**src/rtl/mem_port_arbiter.sv**
```systemverilog
// mem_port_arbiter
//
// Shares a single word-addressed memory slot per cycle between the fetch
// requester and the execute-stage data requester. Data requests can be single
// loads/stores or two-beat pairs (addr, addr+1); the second beat of a pair is
// issued from latched state while the arbiter reports busy. Read data returns
// one cycle after issue and is steered to its owner by a registered tag. A
// starvation counter lets fetch win once it has been denied STARVE_MAX times.
//
// Ports:
//   clk, rst_n                 clock, asynchronous active-low reset
//   f_req/f_addr/f_gnt         fetch read request, address, accept
//   f_rvalid/f_rdata           fetch read return
//   d_req/d_we/d_pair/d_addr   data request, store flag, pair flag, address
//   d_wdata0/d_wdata1          store data for beat 0 / beat 1
//   d_gnt                      data request accepted (beat 0 issued)
//   d_rvalid/d_rbeat/d_rdata   data read return and its beat index
//   d_done                     data transaction fully complete (pulse)
//   busy                       second pair beat in progress
//   mem_raddr/mem_rdata        memory read port (1-cycle latency)
//   mem_wen/mem_waddr/mem_wdata memory write port

module mem_port_arbiter #(
    parameter int AW         = 15,
    parameter int DW         = 16,
    parameter int STARVE_MAX = 4
) (
    input  logic          clk,
    input  logic          rst_n,
    input  logic          f_req,
    input  logic [AW-1:0] f_addr,
    output logic          f_gnt,
    output logic          f_rvalid,
    output logic [DW-1:0] f_rdata,
    input  logic          d_req,
    input  logic          d_we,
    input  logic          d_pair,
    input  logic [AW-1:0] d_addr,
    input  logic [DW-1:0] d_wdata0,
    input  logic [DW-1:0] d_wdata1,
    output logic          d_gnt,
    output logic          d_rvalid,
    output logic          d_rbeat,
    output logic [DW-1:0] d_rdata,
    output logic          d_done,
    output logic          busy,
    output logic [AW-1:0] mem_raddr,
    input  logic [DW-1:0] mem_rdata,
    output logic          mem_wen,
    output logic [AW-1:0] mem_waddr,
    output logic [DW-1:0] mem_wdata
);

    localparam int SW = $clog2(STARVE_MAX + 1);

    typedef enum logic {
        IDLE,
        BEAT1
    } state_t;

    state_t        state;
    state_t        state_next;
    logic [SW-1:0] starve;
    logic          starve_hit;

    // Latched second beat of a pair
    logic [AW-1:0] b1_addr;
    logic          b1_we;
    logic [DW-1:0] b1_wdata;

    // Read-return tag: valid, owner (1 = data), beat index, last beat of txn
    logic          rd_valid;
    logic          rd_owner;
    logic          rd_beat;
    logic          rd_last;
    logic          st_done;

    logic          grant_f;
    logic          grant_d;
    logic          rd_issue;
    logic          rd_to_data;
    logic          rd_last_next;
    logic          st_done_next;

    assign starve_hit = (starve == SW'(STARVE_MAX));

    // Arbitration, address/data muxing and next state. Grants and the write
    // strobe are suppressed while reset is asserted so nothing reaches memory.
    always_comb begin
        state_next   = state;
        grant_f      = 1'b0;
        grant_d      = 1'b0;
        busy         = 1'b0;
        mem_raddr    = f_addr;
        mem_wen      = 1'b0;
        mem_waddr    = d_addr;
        mem_wdata    = d_wdata0;
        rd_issue     = 1'b0;
        rd_to_data   = 1'b0;
        rd_last_next = 1'b0;
        st_done_next = 1'b0;

        case (state)
            IDLE: begin
                // Data normally wins; fetch wins once starved, data still
                // takes an idle slot when fetch is not asking.
                if (d_req && (!starve_hit || !f_req)) begin
                    grant_d = 1'b1;
                end else if (f_req) begin
                    grant_f = 1'b1;
                end

                if (grant_f) begin
                    mem_raddr = f_addr;
                    rd_issue  = 1'b1;
                end

                if (grant_d) begin
                    if (d_we) begin
                        mem_wen      = 1'b1;
                        st_done_next = !d_pair;
                    end else begin
                        mem_raddr    = d_addr;
                        rd_issue     = 1'b1;
                        rd_to_data   = 1'b1;
                        rd_last_next = !d_pair;
                    end
                    if (d_pair) begin
                        state_next = BEAT1;
                    end
                end
            end

            BEAT1: begin
                busy      = 1'b1;
                mem_raddr = b1_addr;
                mem_waddr = b1_addr;
                mem_wdata = b1_wdata;
                if (b1_we) begin
                    mem_wen      = 1'b1;
                    st_done_next = 1'b1;
                end else begin
                    rd_issue     = 1'b1;
                    rd_to_data   = 1'b1;
                    rd_last_next = 1'b1;
                end
                state_next = IDLE;
            end
        endcase

        if (!rst_n) begin
            grant_f      = 1'b0;
            grant_d      = 1'b0;
            mem_wen      = 1'b0;
            rd_issue     = 1'b0;
            st_done_next = 1'b0;
        end
    end

    assign f_gnt = grant_f;
    assign d_gnt = grant_d;

    // State register and starvation counter
    always_ff @(posedge clk or negedge rst_n) begin
        if (!rst_n) begin
            state  <= IDLE;
            starve <= '0;
        end else begin
            state <= state_next;
            if (!f_req || grant_f) begin
                starve <= '0;
            end else if (!starve_hit) begin
                starve <= starve + SW'(1);
            end
        end
    end

    // Capture the second beat of a pair at grant time; address wraps mod 2^AW
    always_ff @(posedge clk or negedge rst_n) begin
        if (!rst_n) begin
            b1_addr  <= '0;
            b1_we    <= 1'b0;
            b1_wdata <= '0;
        end else if (grant_d && d_pair) begin
            b1_addr  <= d_addr + AW'(1);
            b1_we    <= d_we;
            b1_wdata <= d_wdata1;
        end
    end

    // Read-return tag and store-completion pulse, one cycle behind issue
    always_ff @(posedge clk or negedge rst_n) begin
        if (!rst_n) begin
            rd_valid <= 1'b0;
            rd_owner <= 1'b0;
            rd_beat  <= 1'b0;
            rd_last  <= 1'b0;
            st_done  <= 1'b0;
        end else begin
            rd_valid <= rd_issue;
            rd_owner <= rd_to_data;
            rd_beat  <= (state == BEAT1);
            rd_last  <= rd_last_next;
            st_done  <= st_done_next;
        end
    end

    assign f_rvalid = rd_valid && !rd_owner;
    assign d_rvalid = rd_valid && rd_owner;
    assign d_rbeat  = d_rvalid && rd_beat;
    assign f_rdata  = mem_rdata;
    assign d_rdata  = mem_rdata;
    assign d_done   = st_done || (d_rvalid && rd_last);

endmodule

```
**config.mk**
```make
export PLATFORM = sky130hd
export DESIGN_NAME = mem_port_arbiter
export DESIGN_NICKNAME = d
export VERILOG_FILES = /design/src/rtl/mem_port_arbiter.sv
export SDC_FILE = /design/constraint.sdc
export NUM_CORES = 1
export LEC_CHECK = 0
export CAP_MARGIN = 20
export CORE_MARGIN = 2
export CORE_UTILIZATION = 25
export DETAILED_ROUTE_END_ITERATION = 10
export GPL_TIMING_DRIVEN = 0
export PLACE_DENSITY = 0.65
export SLEW_MARGIN = 5
export SYNTH_ARGS = -nofsm -noshare
export SYNTH_HDL_FRONTEND = slang
export SYNTH_SLANG_ARGS = --single-unit
```
**constraint.sdc**
```tcl
create_clock -name clk -period 1.9 [get_ports clk]
set_input_delay 0.285 -clock clk [delete_from_list [all_inputs] [get_ports clk]]
set_output_delay 0.285 -clock clk [all_outputs]
set_load 0.01 [all_outputs]
```
Word level (Yosys, flattened, before mapping). Index checks and enable logic that the tools add are counted.

Bits in registers: 41. Bits of input ports: 84. Output and inout port bits: 86. Logic and storage cells: 69.

Add/subtract/negate cells: 2. Equal/unequal tests: 2. Muxes and demuxes: 41. Bitwise gates (word level): 1. Reduce and logical (&&, ||, !) cells: 13.

Operators with widths (number): $mux 15 (3); $pmux 15 s2 (1); $mux 1 (28); $mux 16 (1); $add 15x1->15 const B (1); $pmux 1 s2 (6); $logic_and 1x1->1 (6); $mux 3 (2); $logic_not 1->1 (4); $add 3x1->3 const B (1); $eq 3x3->1 const B (1); $logic_or 1x1->1 (3); $ne 2x1->1 const B (1); $not 1->1 (1).

Depth between registers and ports, before layout.
Depth after elaboration: 11. Mapped depth: 8. Gate-level depth less buffers: 6.

Worst setup path before layout. No wires, ideal clock.

Path kind: reg-to-output. From: register starve[0]. To: output mem_raddr[10]. Data arrival time: 1.468 ns. Data required time: 1.615 ns. Slack: 0.147 ns. Stages on the path, launching flop included: 8. Buffers on the path: 1. Path through: dfrtp_1 > inv_1 > ha_1 > nand3_1 > nand3b_1 > clkbuf_1 > nand3_1 > o211ai_1.

Cells in the longest elaborated chain, start to end: 8.

Ends and longest elaborated chain: start: declaration (line 63) `logic [SW-1:0] starve;`; start signal: assignment (line 173) `starve <= starve + SW'(1);`; $eq 3x3->1 (line 85) `assign starve_hit = (starve == SW'(STARVE_MAX));`; $logic_not 1->1; $logic_or 1x1->1 (line 107) `if (d_req && (!starve_hit || !f_req)) begin`; $logic_and 1x1->1 (line 107); $mux 1 (line 107); $mux 1 (line 103) `case (state)`; $mux 15 (line 118) `if (grant_d) begin`; $pmux 15 s2 (line 103); end: declaration (line 47) `output logic [AW-1:0] mem_raddr,`.

No other way between the ends. The select of a mux whose other input is x is not followed.

Worst setup path after layout.
From: register starve[0]. To: output mem_raddr[0].

The elaborated chain is that of the path after synthesis.

==> reports/qor.yml <==
status: "complete, but fails checks"
failed_checks: "setup timing"
whs_ns: 0.224
p_clk_share_pct: 24.4
skew_ns: 0.0118
maxSlewViolCount: 0
cts.clk_slew.worst_paths_ns: 0.09
cp_data_arrival_time_ns: 1.88
synth-main-ff-cell: "dfrtp_1"
slew_headroom_pct: 73.5
cts_sinks: 41
overflow: 0
place_congestion: 0.811
avgSynthCellArea_sq_um: 9.11
ys_seq_area_share_pct: 37.0
netSwitchingFraction_pct: 29.5
yosys.area.top_type: "dfrtp_1"
numCtsBuffers: 5
required_ns: 1.62
hold_path.class: "in -> async"
die-area_sq_um: 11900
io_pins: 170
drive_above_1_share_pct: 41.1
cts_root_buf: "clkbuf_8"
grt_pass1_wl_mm: 14.8
reg2reg_to: "b1_wdata[0]"
track_usage_pct: 16.1
internal-power_mw: 2.16
crit_type: "reg -> out"
area_growth_pct: 83.1
hold_viol_final: 0
fp-row-count: 38
synth_area_leaders: "dfrtp_1 (37%), mux2_2 (14%), buf_4 (9.2%)"
fin_ws_ns: -0.268
via_per_inst: 4.58
core-area_sq_um: 10800
portBuffers: 151
cts_buffer_depth: 2
layout.nets: 592
routedWlPerCell_microns: 15.3
drt_iter0_drc: 107
grt_start_max_net_pins: 23
first_global_vias: 2983
finalSetupViolations: 48
tightestPinTransition_ns: 0.398
start_kind: "register"
cts-htree-levels: 2
reg2reg_depth: 10
synth_nets: 391
seq_power_share_pct: 36.7
fmax_mhz: 461
power_density_nw_per_um2: 605
reg2reg_slack_ns: -0.15
dieHeight_microns: 109
worstPathMaxFanout: 8
drc: 0
cts_tree: "done"
timing.final.crit_share_pct: 114
yosys_register_bits: 41
synth_edf_count: 0
clk-insertion-delay-late_ns: 0.30
synth_top_area_share_pct: 37.0
peakVddDrop_v: 0.000370
layout.cells.non_filler: 646
fin_area_sq_um: 5070
critPathCaptureType: "output pin"
switching_power_mw: 0.905
yosys.cell_types.count: 36
min_period_ns: 2.17
synth_area_sq_um: 2770
dp_hpwl_mm: 7.01
p_leak_nw: 2.28
post-synth-top-count-cell: "nand2_1"
rsz0062_at_grt: "true"
chipWidth_microns: 109
initial_utilization_pct: 25.6
syn_inst: 304
combPwrFrac_pct: 38.9
placed_cells: 596
wirelength_mm: 9.88
maxCapViolCount: 0
first_pass_iters: 4
cpPeakStageDelay_ns: 0.39
dpl_cell_area_sq_um: 4480
slowest_stage: "dfrtp_1"
yosys_warnings: 0
synth_common_cells: "nand2_1 (49), dfrtp_1 (41), mux2_2 (35)"
r2r_start: "starve[0]"
async_flop_share_pct: 100
worstPathCellList: "inv_2 -> ha_4 -> nand3_4 -> nand3b_1 -> buf_6 -> clkbuf_16 -> buf_8 -> o211ai_1 -> buf_2"
vias: 2957
antenna_cells: 0
grt_antenna_before_repair: 0
ant_nets: 0
==> routing by layer <==
layer  wire length (microns)  vias up  global-route usage (%)
met5                       0        -                       0
li1                        -     1418                       -
met2                    5260      105                    29.8
met1                    4030     1425                    19.3
met3                     467        9                    2.21
met4                     120        0                    4.61
==> stage by stage <==
step	total power [mW]	setup WS, ns	util (%)	setup TNS, ns
6_report	3.07	-0.268	46.8	-6.24
3_5_place_dp	2.22	-1.05	41.3	-30.36
5_1_grt	3.26	-0.359	46.8	-9.47
3_3_place_gp	2.19	-1.86	41.1	-118.83
2_1_floorplan	1.64	0.147	-	0
4_1_cts	3.02	-0.231	45.3	-2.54
==> sequential cells by signal, indices dropped and copies added, names as in the netlist <==
name,cells
b1_wdata,16
b1_addr,15
starve,3
b1_we,1
rd_beat,1
rd_last,1
rd_owner,1
rd_valid,1
st_done,1
state,1
==> how the worst max path moves through the flow <==
stage	from	endpoint	slack, ns	cells past startpoint
global placement	rst_n	mem_wen	-1.86	5
CTS	starve[0]	mem_raddr[0]	-0.23	9
floorplan	starve[0]	mem_raddr[10]	0.15	7
finish	starve[0]	mem_raddr[0]	-0.27	9
global route	starve[0]	mem_raddr[0]	-0.36	9
detailed placement	f_req	mem_raddr[0]	-1.05	7
==> layout make-up <==
| cell class | count | area (sq um) |
|---|---|---|
| fill | 1069 | 5770 |
| tap | 140 | 175 |
| clock inverter | 2 | 37.5 |
| sequential | 41 | 1030 |
| inverter | 4 | 18.8 |
| buffer | 50 | 494 |
| timing repair buffer | 194 | 1760 |
| clock buffer | 6 | 82.6 |
| multi-input combinational | 209 | 1480 |
==> placed cells by master (no fill, tap or decap), types with 3 or more instances in the layout <==
cell type / instances
nand3_2: 5
a21oi_2: 8
buf_6: 20
nand2_1: 46
a21oi_1: 5
clkbuf_8: 9
clkbuf_16: 4
nand4_1: 5
xor2_1: 8
nand3_1: 19
nor2_2: 4
buf_2: 18
xnor2_1: 5
mux2i_1: 3
clkdlybuf4s50_1: 101
and3_1: 4
mux2_2: 35
o211ai_1: 15
buf_8: 5
and2_1: 5
buf_4: 55
nand2_2: 3
o21ai_0: 4
dfrtp_1: 41
clkbuf_2: 27
nor2_1: 12
==> logic make-up (layout without fill, tap and decap cells) <==
kind of cell | count (synthesis) | count (layout) | synth area share, %
xor gates and xnor gates | 13 | 13 | 4.11
adders and majority gates | 3 | 3 | 1.36
DFF | 41 | 41 | 37.0
muxes | 38 | 38 | 15.3
and+or+nand+nor | 116 | 116 | 20.1
buffers and inverters | 54 | 256 | 13.1
AOI/OAI and AO/OA | 39 | 39 | 8.90
==> power by group through the flow <==
stage / Sequential [mW] / Clock, mW / Combinational [mW]
final: 1.13 / 0.748 / 1.19
after global routing: 1.15 / 0.819 / 1.29
after CTS: 1.12 / 0.773 / 1.12
after detailed placement: 1.14 / 0 / 1.08
after global placement: 1.13 / 0 / 1.06
after floorplan: 1.11 / 0 / 0.523
==> critical path, delay by kind of cell (launching register included) <==
kind	cells	cell delay (ns)
fa+ha+maj	1	0.17
flops	1	0.39
simple gates	2	0.17
compound gates	1	0.15
buf+inv	5	0.70
==> timing repair <==
item / 4_1_cts / 5_1_grt
setup buffers: 29 / 7
endpoints found under the hold margin: 21 / 0
gates resized for setup: 155 / 96
hold buffers: 2 / 0
pin swaps: 9 / 3
gates cloned: 1 / 2
setup endpoints to repair: 50 / 68
No activity file was read; power rests on OpenSTA's default activity.
